--- src/rtl/dsi_hs_sequencer.sv ---
// HS burst sequencer for a DSI link: raises the clock lane, then the data lanes,
// streams packet beats, and tears the lanes down in reverse order.
module dsi_hs_sequencer #(
    parameter int LANES      = 2,
    parameter int T_CLK_PRE  = 8,
    parameter int T_CLK_POST = 8,
    parameter int TIMEOUT    = 1023
) (
    input  logic                 byte_clk,
    input  logic                 byte_rst,
    input  logic [8*LANES-1:0]   in_data,
    input  logic                 in_valid,
    input  logic                 in_last,
    output logic                 in_ready,
    input  logic                 cont_clk,
    output logic                 clk_hs_req,
    input  logic                 clk_hs_rdy,
    input  logic                 clk_idle,
    output logic                 dl_hs_req,
    input  logic [LANES-1:0]     dl_hs_rdy,
    input  logic [LANES-1:0]     dl_idle,
    output logic [8*LANES-1:0]   dl_data,
    output logic                 dl_enable,
    output logic                 busy,
    output logic                 underrun,
    output logic                 timeout_err
);

    typedef enum logic [3:0] {
        IDLE, CLK_START, CLK_PRE, DL_START, SEND, DL_STOP, CLK_POST, CLK_STOP, CLK_ON
    } state_t;

    state_t      state, next_state;
    logic [15:0] to_cnt, to_cnt_d;
    logic [7:0]  tm_cnt, tm_cnt_d;
    logic        wait_state, wait_done, timed_out;
    state_t      wait_next;
    logic        clk_hs_req_d, dl_hs_req_d, busy_d, underrun_d, timeout_err_d;

    // Registered outputs are computed from next_state so they line up with the state they belong to.
    always_ff @(posedge byte_clk or posedge byte_rst) begin
        if (byte_rst) begin
            state       <= IDLE;
            to_cnt      <= '0;
            tm_cnt      <= '0;
            clk_hs_req  <= 1'b0;
            dl_hs_req   <= 1'b0;
            busy        <= 1'b0;
            underrun    <= 1'b0;
            timeout_err <= 1'b0;
        end else begin
            // NOTE: non-blocking assignments keep every register sampling pre-edge values.
            state       <= next_state;
            to_cnt      <= to_cnt_d;
            tm_cnt      <= tm_cnt_d;
            clk_hs_req  <= clk_hs_req_d;
            dl_hs_req   <= dl_hs_req_d;
            busy        <= busy_d;
            underrun    <= underrun_d;
            timeout_err <= timeout_err_d;
        end
    end

    always_comb begin
        // NOTE: defaults first so no path through the case leaves a signal unassigned (no latch).
        next_state = state;
        wait_state = 1'b0;
        wait_done  = 1'b0;
        wait_next  = state;
        case (state)
            IDLE:      if (in_valid) next_state = CLK_START;
            CLK_START: begin
                wait_state = 1'b1;
                wait_done  = clk_hs_rdy;
                wait_next  = CLK_PRE;
            end
            CLK_PRE:   if (tm_cnt == 8'(T_CLK_PRE - 1)) next_state = DL_START;
            DL_START:  begin
                wait_state = 1'b1;
                wait_done  = &dl_hs_rdy;
                wait_next  = SEND;
            end
            SEND:      if (in_valid && in_last) next_state = DL_STOP;
            DL_STOP:   begin
                wait_state = 1'b1;
                wait_done  = &dl_idle;
                wait_next  = cont_clk ? CLK_ON : CLK_POST;
            end
            CLK_POST:  if (tm_cnt == 8'(T_CLK_POST - 1)) next_state = CLK_STOP;
            CLK_STOP:  begin
                wait_state = 1'b1;
                wait_done  = clk_idle;
                wait_next  = IDLE;
            end
            CLK_ON:    begin
                if (in_valid)      next_state = DL_START;
                else if (!cont_clk) next_state = CLK_POST;
            end
            default:   next_state = IDLE;
        endcase

        // The error pulse has already gone out one cycle earlier, so the abort wins here.
        timed_out = wait_state && (to_cnt == 16'(TIMEOUT));
        if (timed_out)                    next_state = IDLE;
        else if (wait_state && wait_done) next_state = wait_next;

        if (next_state != state)                  to_cnt_d = '0;
        else if (wait_state)                      to_cnt_d = to_cnt + 16'd1;
        else                                      to_cnt_d = '0;

        if (next_state != state)                  tm_cnt_d = '0;
        else if (state inside {CLK_PRE, CLK_POST}) tm_cnt_d = tm_cnt + 8'd1;
        else                                      tm_cnt_d = '0;
    end

    always_comb begin
        clk_hs_req_d  = next_state inside {CLK_START, CLK_PRE, DL_START, SEND, DL_STOP, CLK_POST, CLK_ON};
        dl_hs_req_d   = next_state inside {DL_START, SEND};
        busy_d        = next_state != IDLE;
        timeout_err_d = wait_state && (next_state == state) && (to_cnt + 16'd1 == 16'(TIMEOUT));

        underrun_d = underrun;
        if (next_state == DL_START && state != DL_START) underrun_d = 1'b0;
        else if (state == SEND && !in_valid)             underrun_d = 1'b1;

        in_ready  = state == SEND;
        dl_enable = in_ready && in_valid;
        dl_data   = in_ready ? in_data : '0;
    end

endmodule

--- config.mk ---
export PLATFORM = sky130hd
export DESIGN_NAME = dsi_hs_sequencer
export DESIGN_NICKNAME = d
export VERILOG_FILES = /design/src/rtl/dsi_hs_sequencer.sv
export SDC_FILE = /design/constraint.sdc
export NUM_CORES = 1
export LEC_CHECK = 0
export BUFFER_PORTS_ARGS = -buffer_cell sky130_fd_sc_hd__buf_2
export CAP_MARGIN = 25
export CORE_MARGIN = 2
export CORE_UTILIZATION = 50
export DETAILED_ROUTE_END_ITERATION = 10
export PLACE_DENSITY = 0.83
export SYNTH_ARGS = -nofsm -noshare
export SYNTH_HDL_FRONTEND = slang
export SYNTH_SLANG_ARGS = --single-unit
--- constraint.sdc ---
create_clock -name byte_clk -period 5.2 [get_ports byte_clk]
set_input_delay 0.52 -clock byte_clk [delete_from_list [all_inputs] [get_ports byte_clk]]
set_output_delay 0.52 -clock byte_clk [all_outputs]
set_load 0.02 [all_outputs]
Yosys cells after proc, flatten, opt, wreduce, memory -nomap -nowiden
Cells that the tools add are included.
Word-level totals
  register bits: 33
  bits in latches: 0
  RAM bits: 0
  memory bits (read-only): 0
  output and inout bits: 23
  memories: 0
Cells by class
  add/subtract/negate cells: 2
  $mul: 0
  divide/modulo/power cells: 0
  $lt $le $gt $ge: 0
  equality and inequality tests: 21
  shifts and indexed selects: 0
  muxes and demuxes: 20
  bitwise logic cells: 0
  reduce and logical (&&, ||, !) cells: 18
Operators with widths (number)
  two-way mux 16 bit: 3
  two-way mux 4 bit: 9
  equality test 16 x 10 -> 1 bit, second input constant: 2
  equality test 4 x 3 -> 1 bit, second input constant: 7
  one-hot mux 4 bit (6 select lines): 1
  adder 16 x 1 -> 16 bit, second input constant: 1
  equality test 4 x 2 -> 1 bit, second input constant: 4
  two-way mux 8 bit: 2
  one-hot mux 4 bit (4 select lines): 1
  adder 8 x 1 -> 8 bit, second input constant: 1
  equality test 4 x 1 -> 1 bit, second input constant: 2
  equality test 4 bit, second input constant: 2
  equality test 8 x 3 -> 1 bit, second input constant: 1
  logical AND 1 bit: 8
  nonzero test 7 bit: 1
  nonzero test 2 bit: 3
  equality test 4 bit: 1
  logical NOT 4 bit: 1
  inequality test 4 x 2 -> 1 bit, second input constant: 1
  inequality test 4 bit: 1
  one-hot mux 1 bit (4 select lines): 1
  AND reduction 2 bit: 2
  nonzero test 4 bit: 1
  OR reduction 4 bit: 1
  other kinds (2): 4

Depth between registers and ports, before layout
Gate-level depths: netlist of the first run.
  depth after elaboration: 9
  gate-level depth with buffers: 7
  depth with buffers taken out: 6

Worst setup path after synthesis of the first run
Ideal clock, no wire load.
  path kind: reg2out
  start point: register state[3]
  end point: output port dl_data[10]
  arrival time: 1.826 ns
  required time: 4.680 ns
  path slack: 2.854 ns
  cell stages (with the launch flop): 6
  cell sequence: dfrtp_1 clkbuf_1 nand2b_1 nor3_1 clkbuf_1 and2_1
Between the ends
  cells in the longest elaborated chain, start to end: 2
Ends and longest elaborated chain
  start: declaration: line 33  | state_t state, next_state;
  start signal: assignment: line 53  | state <= next_state;
  equality test 4 x 3 -> 1 bit: line 126  | in_ready = state == SEND;
  net in_ready: line 14  | output logic in_ready,
  two-way mux 16 bit: line 128  | dl_data = in_ready ? in_data : '0;
  end: declaration: line 22  | output logic [8*LANES-1:0] dl_data,
The timed path passes the listed nets, and every way through them passes these cells.

Worst setup path after layout of the first run
  start point: register state[2]
  end point: output port dl_data[13]
Between the ends
  cells in the longest elaborated chain, start to end: 2
Ends and longest elaborated chain (line)
  equality test 4 x 3 -> 1 bit: 126
  two-way mux 16 bit: 128
Every way passes these cells.

==> metrics.cfg, run 1 <==
[floorplanning]
rows=23
core_um2=3940
pin_count=50
die_x_um=67.6
start_util_pct=51.3
fp.dieH_um=67.6
die_area_um2=4570

[finish]
drive_gt1_share_pct=25.2
antenna_cells=0
fill_cells=350
area_growth_pct=17.7
layout_common_cells=49 x buf_2, 33 x dfrtp_1, 29 x nor2_1
fin_cells=320
nets=299
final_common_cell=buf_2
utilization_pct=60.4

[setup_path]
r2r_slack_ns=2.83
worst_r2r_path_depth=4
endpoint=dl_data[13]
crit_path_max_incr_delay_ns=0.57
critical_path_class=register to output pin
critPathBufInv=2
reg2reg_from=state[1]
cp-startpoint=state[2]
critical_path_arrival_ns=2.09
cp_cell_sequence=nand2b_1, nor3_1, buf_4, and2_1, buf_2
cp_max_fo=11
required_ns=4.68
r2r-end=timeout_err
startpoint_type=register
end_kind=output pin
worst-path-stages=5
critPathTopFamily=simple AND/OR/NAND/NOR gates
crit_slowest_cell=dfrtp_1

[clock_tree]
cts_tree=yes
postCtsSetupBuffers=0
cts_resized=0
clock_path_buffers=2
cts_sinks=33
cts_buffers=5
h-tree-depth=2
postCtsHoldBufs=0
cts_root_buf=clkbuf_8
path_clk_slew_ns=0.07
clk_latency_ns=0.29

[power_and_ir_drop]
ir_worst_vdd_uv=175
p_int_mw=0.540
p_sw_mw=0.370
p_seq_share_pct=38.6
powerDensity_nw_per_um2=382
finalPower_mw=0.910
p_comb_share_pct=40.8
p_leak_nw=1.11
swShare_pct=40.7
clkPwrFrac_pct=20.6

[detailed_routing]
drc=0
wl_um=4020
ant_nets=0
vias_per_cell=5.32
first_iter_violations=116
drtPass1Iterations=4
vias=1703
wire_per_inst_um=12.5

[run_status]
status=finished, final reports clean

[yosys]
synth_area_um2=2020
ys_types=49
syn_area_per_cell_um2=9.11
synth_nets=252
yosys.area.top_type=dfrtp_1
async_flop_share_pct=100
ys.flop_type=dfrtp_1
synth_edf_count=0
synth_area_leaders=dfrtp_1 41%, nor2_1 5.4%, and2_1 5.3%
ys_seq_area_share_pct=40.8
synth_seq_cells=33
netlist_instances=222
synth_top_area_share_pct=40.8
yosys_warnings=0

[sta]
worstMarginPinSlew_ns=0.686
setup_viol=0
maxSlewViolCount=0
rsz0062_at_grt=false
whs_ns=0.300
fin_crit_sh_pct=50.3
fin_skew_ns=0.00697
fmax_mhz=383
hold_viol_final=0
tns_ns=0
slew_headroom_pct=53.9
fin_crit_ns=2.61

[global_routing]
antenna_found_initial=0
grt_pass1_wl_um=6540
grt_max_degree=34
grt_pass1_vias=1455
grt.overflow.total=0
track_usage_pct=19.3

[place]
portBuffers=49
gp_congestion=0.862
place_inst=312
place_hpwl_um=2920

[flow_run]
max_cap_viol_count=0

[worst_hold_path]
hold_path.class=input port to asynchronous set/reset pin

==> worst min path at each step <==
| stage | slack [ns] | from | to |
|---|---|---|---|
| 6_report | 0.30 | byte_rst | to_cnt[9] |
| 5_1_grt | 0.33 | byte_rst | to_cnt[9] |
| 2_1_floorplan | 0.45 | tm_cnt[0] | tm_cnt[0] |
| 3_3_place_gp | 0.47 | tm_cnt[0] | tm_cnt[0] |
| 4_1_cts | 0.31 | byte_rst | tm_cnt[2] |
| 3_5_place_dp | 0.47 | tm_cnt[0] | tm_cnt[0] |
==> tightest hold or removal path: cells and delay by family <==
kind | cells | cell delay (ns)
buffers and inverters | 3 | 0.49
==> per-stage QoR <==
stage	setup WS [ns]	cell area, um^2
finish	2.59	2380
global route	2.41	2380
CTS	2.57	2380
detailed placement	2.76	2300
global placement	2.70	2290
floorplan	2.85	2020
==> registers in the layout (all words and copies together), names as in the netlist <==
register and flops:
to_cnt 16, tm_cnt 8, state 4, busy 1
clk_hs_req 1, dl_hs_req 1, timeout_err 1, underrun 1
==> cells by family (layout without fill, tap and decap cells) <==
logic type,Yosys count,count (layout),synth area share [%]
AOI/OAI and AO/OA,30,30,10.8
DFF,33,33,40.8
and+or+nand+nor,108,108,29.8
xor gates and xnor gates,22,22,9.52
adders and majority gates,3,3,1.86
buffers and inverters,22,70,4.39
muxes,4,4,2.84
==> synthesized netlist by cell type, drive strengths merged (2+ instances only) <==
cell type  instances
a211oi             2
a21oi              7
a311o              2
and2              19
and3               4
and4b              2
buf                5
clkbuf             6
dfrtp             33
ha                 3
inv               11
mux2i              2
nand2             10
nand2b             5
nand3             10
nand4              5
nand4b             2
nor2              29
nor2b              5
nor3               6
nor4               4
o21ai              4
o22ai              3
o31a               2
o31ai              2
or2                2
or4b               2
xnor2             11
xor2              11
==> power by group through the flow <==
stage / logic, mW / clock network, mW / registers [mW]
2_1_floorplan: 0.291 / 0 / 0.336
3_3_place_gp: 0.362 / 0 / 0.351
3_5_place_dp: 0.372 / 0 / 0.355
4_1_cts: 0.373 / 0.196 / 0.350
5_1_grt: 0.417 / 0.209 / 0.359
6_report: 0.371 / 0.187 / 0.352
==> layer usage <==
metal,track usage (%),share of wire [%],routed length [um]
met1,24.9,46,1850
met2,29.3,46,1830
met4,8.42,1.7,69
met5,0,0,0
met3,6.50,6.6,264
==> final cells by class <==
cell class | instances | area, um^2 | area share (%)
Clock buffer | 6 | 72.6 | 3.05
Inverter | 11 | 41.3 | 1.73
Tap cell | 50 | 62.6 | 2.63
Sequential cell | 33 | 826 | 34.7
Multi-Input combinational cell | 167 | 1110 | 46.6
Timing Repair Buffer | 51 | 260 | 10.9
Clock inverter | 2 | 10.0 | 0.420
Note: power is estimated with default switching activity, not from simulation.
==> inputs of run 2 (changes only) <==
--- a/config.mk
+++ b/config.mk
@@ -8,7 +8,7 @@
 export BUFFER_PORTS_ARGS = -buffer_cell sky130_fd_sc_hd__buf_2
 export CAP_MARGIN = 25
 export CORE_MARGIN = 2
-export CORE_UTILIZATION = 50
+export CORE_UTILIZATION = 48
 export DETAILED_ROUTE_END_ITERATION = 10
 export PLACE_DENSITY = 0.83
 export SYNTH_ARGS = -nofsm -noshare
==> constraint.sdc (replaced) <==
create_clock -name byte_clk -period 2.25 [get_ports byte_clk]
set_input_delay 0.225 -clock byte_clk [delete_from_list [all_inputs] [get_ports byte_clk]]
set_output_delay 0.225 -clock byte_clk [all_outputs]
set_load 0.02 [all_outputs]
==> run 2 against run 1 <==
Compared with the run above: worst hold slack lost 0.29 ns; sequential share of layout area is 0.75 points lower; routed wire length grew 2.2%; sequential cell count unchanged; critical path depth is 1 higher; global-route usage up 0.12 points; power grew 140%; non-clock buffer count grew 7; clock power is 130% higher; design area increased by 2.2%; critical endpoint is now dl_hs_req; largest cell class unchanged.
==> metrics.cfg, run 2 (same netlist as run 1, synthesis figures left out) <==
[place]
place_hpwl_um=3090  ; was 2920 um
portBuffers=49  ; unchanged
gp_congestion=0.892  ; was 0.862
place_inst=319  ; was 312
place_ws_ns=0.177  ; was 2.76 ns
place_area_um2=2350  ; was 2300 um^2

[floorplanning]
rows=23  ; unchanged
die_area_um2=4750  ; was 4570 um^2
pin_count=50  ; unchanged
die_x_um=68.9  ; was 67.6 um
fp.dieH_um=68.9  ; was 67.6 um
start_util_pct=50.2  ; was 51.3%
core_um2=4030  ; was 3940 um^2

[global_routing]
grt_pass1_vias=1523  ; was 1455
grt_pass1_wl_um=6700  ; was 6540 um
track_usage_pct=19.4  ; was 19.3%
grt_max_degree=34  ; unchanged
antenna_found_initial=0  ; unchanged
grt.overflow.total=0  ; unchanged

[finish]
largest-register=to_cnt  ; unchanged
fin_cells=327  ; was 320
area_growth_pct=20.3  ; was 17.7%
layout_common_cells=49 x buf_2, 33 x dfrtp_1, 29 x nor2_1  ; unchanged
finalInstanceArea_um2=2430  ; was 2380 um^2
antenna_cells=0  ; unchanged
ff_latch_area_um2=826  ; unchanged
multi_input_area_um2=1110  ; unchanged
largest_reg_flops=16  ; unchanged
nets=306  ; was 299
drive_gt1_share_pct=27.1  ; was 25.2%
fill_cells=352  ; was 350
final_common_cell=buf_2  ; unchanged
largestRegisters=to_cnt: 16 flops, tm_cnt: 8 flops, state: 4 flops  ; unchanged

[setup_path]
r2r_slack_ns=0.16  ; was 2.83 ns
critical_path_class=register to register  ; was register to output pin
required_ns=2.43  ; was 4.68 ns
startpoint_type=register  ; unchanged
cp_max_fo=5  ; was 11
critical_path_arrival_ns=2.26  ; was 2.09 ns
end_kind=register  ; was output pin

[sta]
fmax_mhz=479
maxSlewViolCount=0  ; unchanged
fin_skew_ns=0.00839  ; was 0.00697 ns
fin_crit_ns=2.09
tns_ns=0  ; unchanged
setup_viol=0  ; unchanged
rsz0062_at_grt=false  ; unchanged
setup_ws_ns=0.163  ; was 2.59 ns
worstMarginPinSlew_ns=0.621  ; was 0.686 ns
slew_headroom_pct=58.2  ; was 53.9%
hold_viol_final=0  ; unchanged
fin_crit_sh_pct=92.7

[clock_tree]
cts_sinks=33  ; unchanged
h-tree-depth=2  ; unchanged
cts_resized=0  ; unchanged
cts_tree=yes  ; unchanged
postCtsSetupBuffers=0  ; unchanged
cts_buffers=5  ; unchanged
path_clk_slew_ns=0.07  ; about the same
clock_path_buffers=2  ; unchanged
cts_root_buf=clkbuf_8  ; unchanged
clk_latency_ns=0.29  ; about the same
postCtsHoldBufs=0  ; unchanged

[detailed_routing]
vias=1734  ; was 1703
ant_nets=0  ; unchanged
drtPass1Iterations=4  ; unchanged
drc=0  ; unchanged
wire_per_inst_um=12.5  ; about the same
vias_per_cell=5.30  ; was 5.32
first_iter_violations=92  ; was 116
wl_um=4100  ; was 4020 um

[power_and_ir_drop]
powerDensity_nw_per_um2=889  ; was 382 nW/um^2
p_leak_nw=1.14  ; was 1.11 nW
ir_worst_vdd_uv=367  ; was 175 uV
finalPower_mw=2.16  ; was 0.910 mW

[flow_run]
max_cap_viol_count=0  ; unchanged

[run_status]
status=finished, final reports clean  ; unchanged

[worst_hold_path]
hold_path.class=input port to asynchronous set/reset pin  ; unchanged

run 2: changes by cell type in the layout (fill, tap and decap cells not counted), sizes merged:
cell	before	now
buf	51	58
run 2: final cells by class:
type / instances / area share (%)
multi-input cells: 167 / 45.6
clock buffers: 6 / 2.98
flip-flops and latches: 33 / 33.9
repair buffers: 58 / 12.9
well taps: 50 / 2.57
inverters: 11 / 1.70
clock inverters: 2 / 0.411
run 2: per-layer routing:
metal / up-vias / global-route usage [%] / part of all wire, %
li1: 873 / - / -
met2: 44 / 31.7 / 49
met4: 0 / 7.84 / 1.3
met5: - / 0 / 0
met1: 810 / 24.2 / 43
met3: 7 / 5.52 / 6.7
run 2: final timing paths:
check                                 end       from  cells after the start
worst max-delay path            dl_hs_req  to_cnt[0]                      6
worst min-delay path            tm_cnt[4]   byte_rst                      3
worst max register to register  dl_hs_req  to_cnt[0]                      6
worst min register to register  tm_cnt[0]  tm_cnt[0]                      1
max in group asynchronous       to_cnt[3]   byte_rst                      3
min in group byte_clk            state[3]   cont_clk                      3
run 2: worst max-delay path, stage by stage (launching register included):
cell and delay [ns]:
dfrtp_1 0.40, ha_1 0.24, nand4_2 0.22, nor3_4 0.32, and3_1 0.23, a311o_1 0.26
mux2_4 0.32
run 2: power by group:
group / switching, mW / total (mW) / leakage, nW / internal [mW]
Clock: 0.207 / 0.421 / 0.0450 / 0.214
Combinational: 0.597 / 1.01 / 0.658 / 0.414
Sequential: 0.0529 / 0.731 / 0.441 / 0.678
Total: 0.857 / 2.16 / 1.14 / 1.31
run 2: per-stage QoR:
| step | hold WS, ns | utilization (%) |
|---|---|---|
| final | 0.00992 | 60.4 |
| after global routing | 0.0474 | 60.4 |
| after CTS | 0.0208 | 60.4 |
| after detailed placement | 0.336 | 58.4 |
| after global placement | 0.326 | 58.4 |
| after floorplan | 0.354 | - |
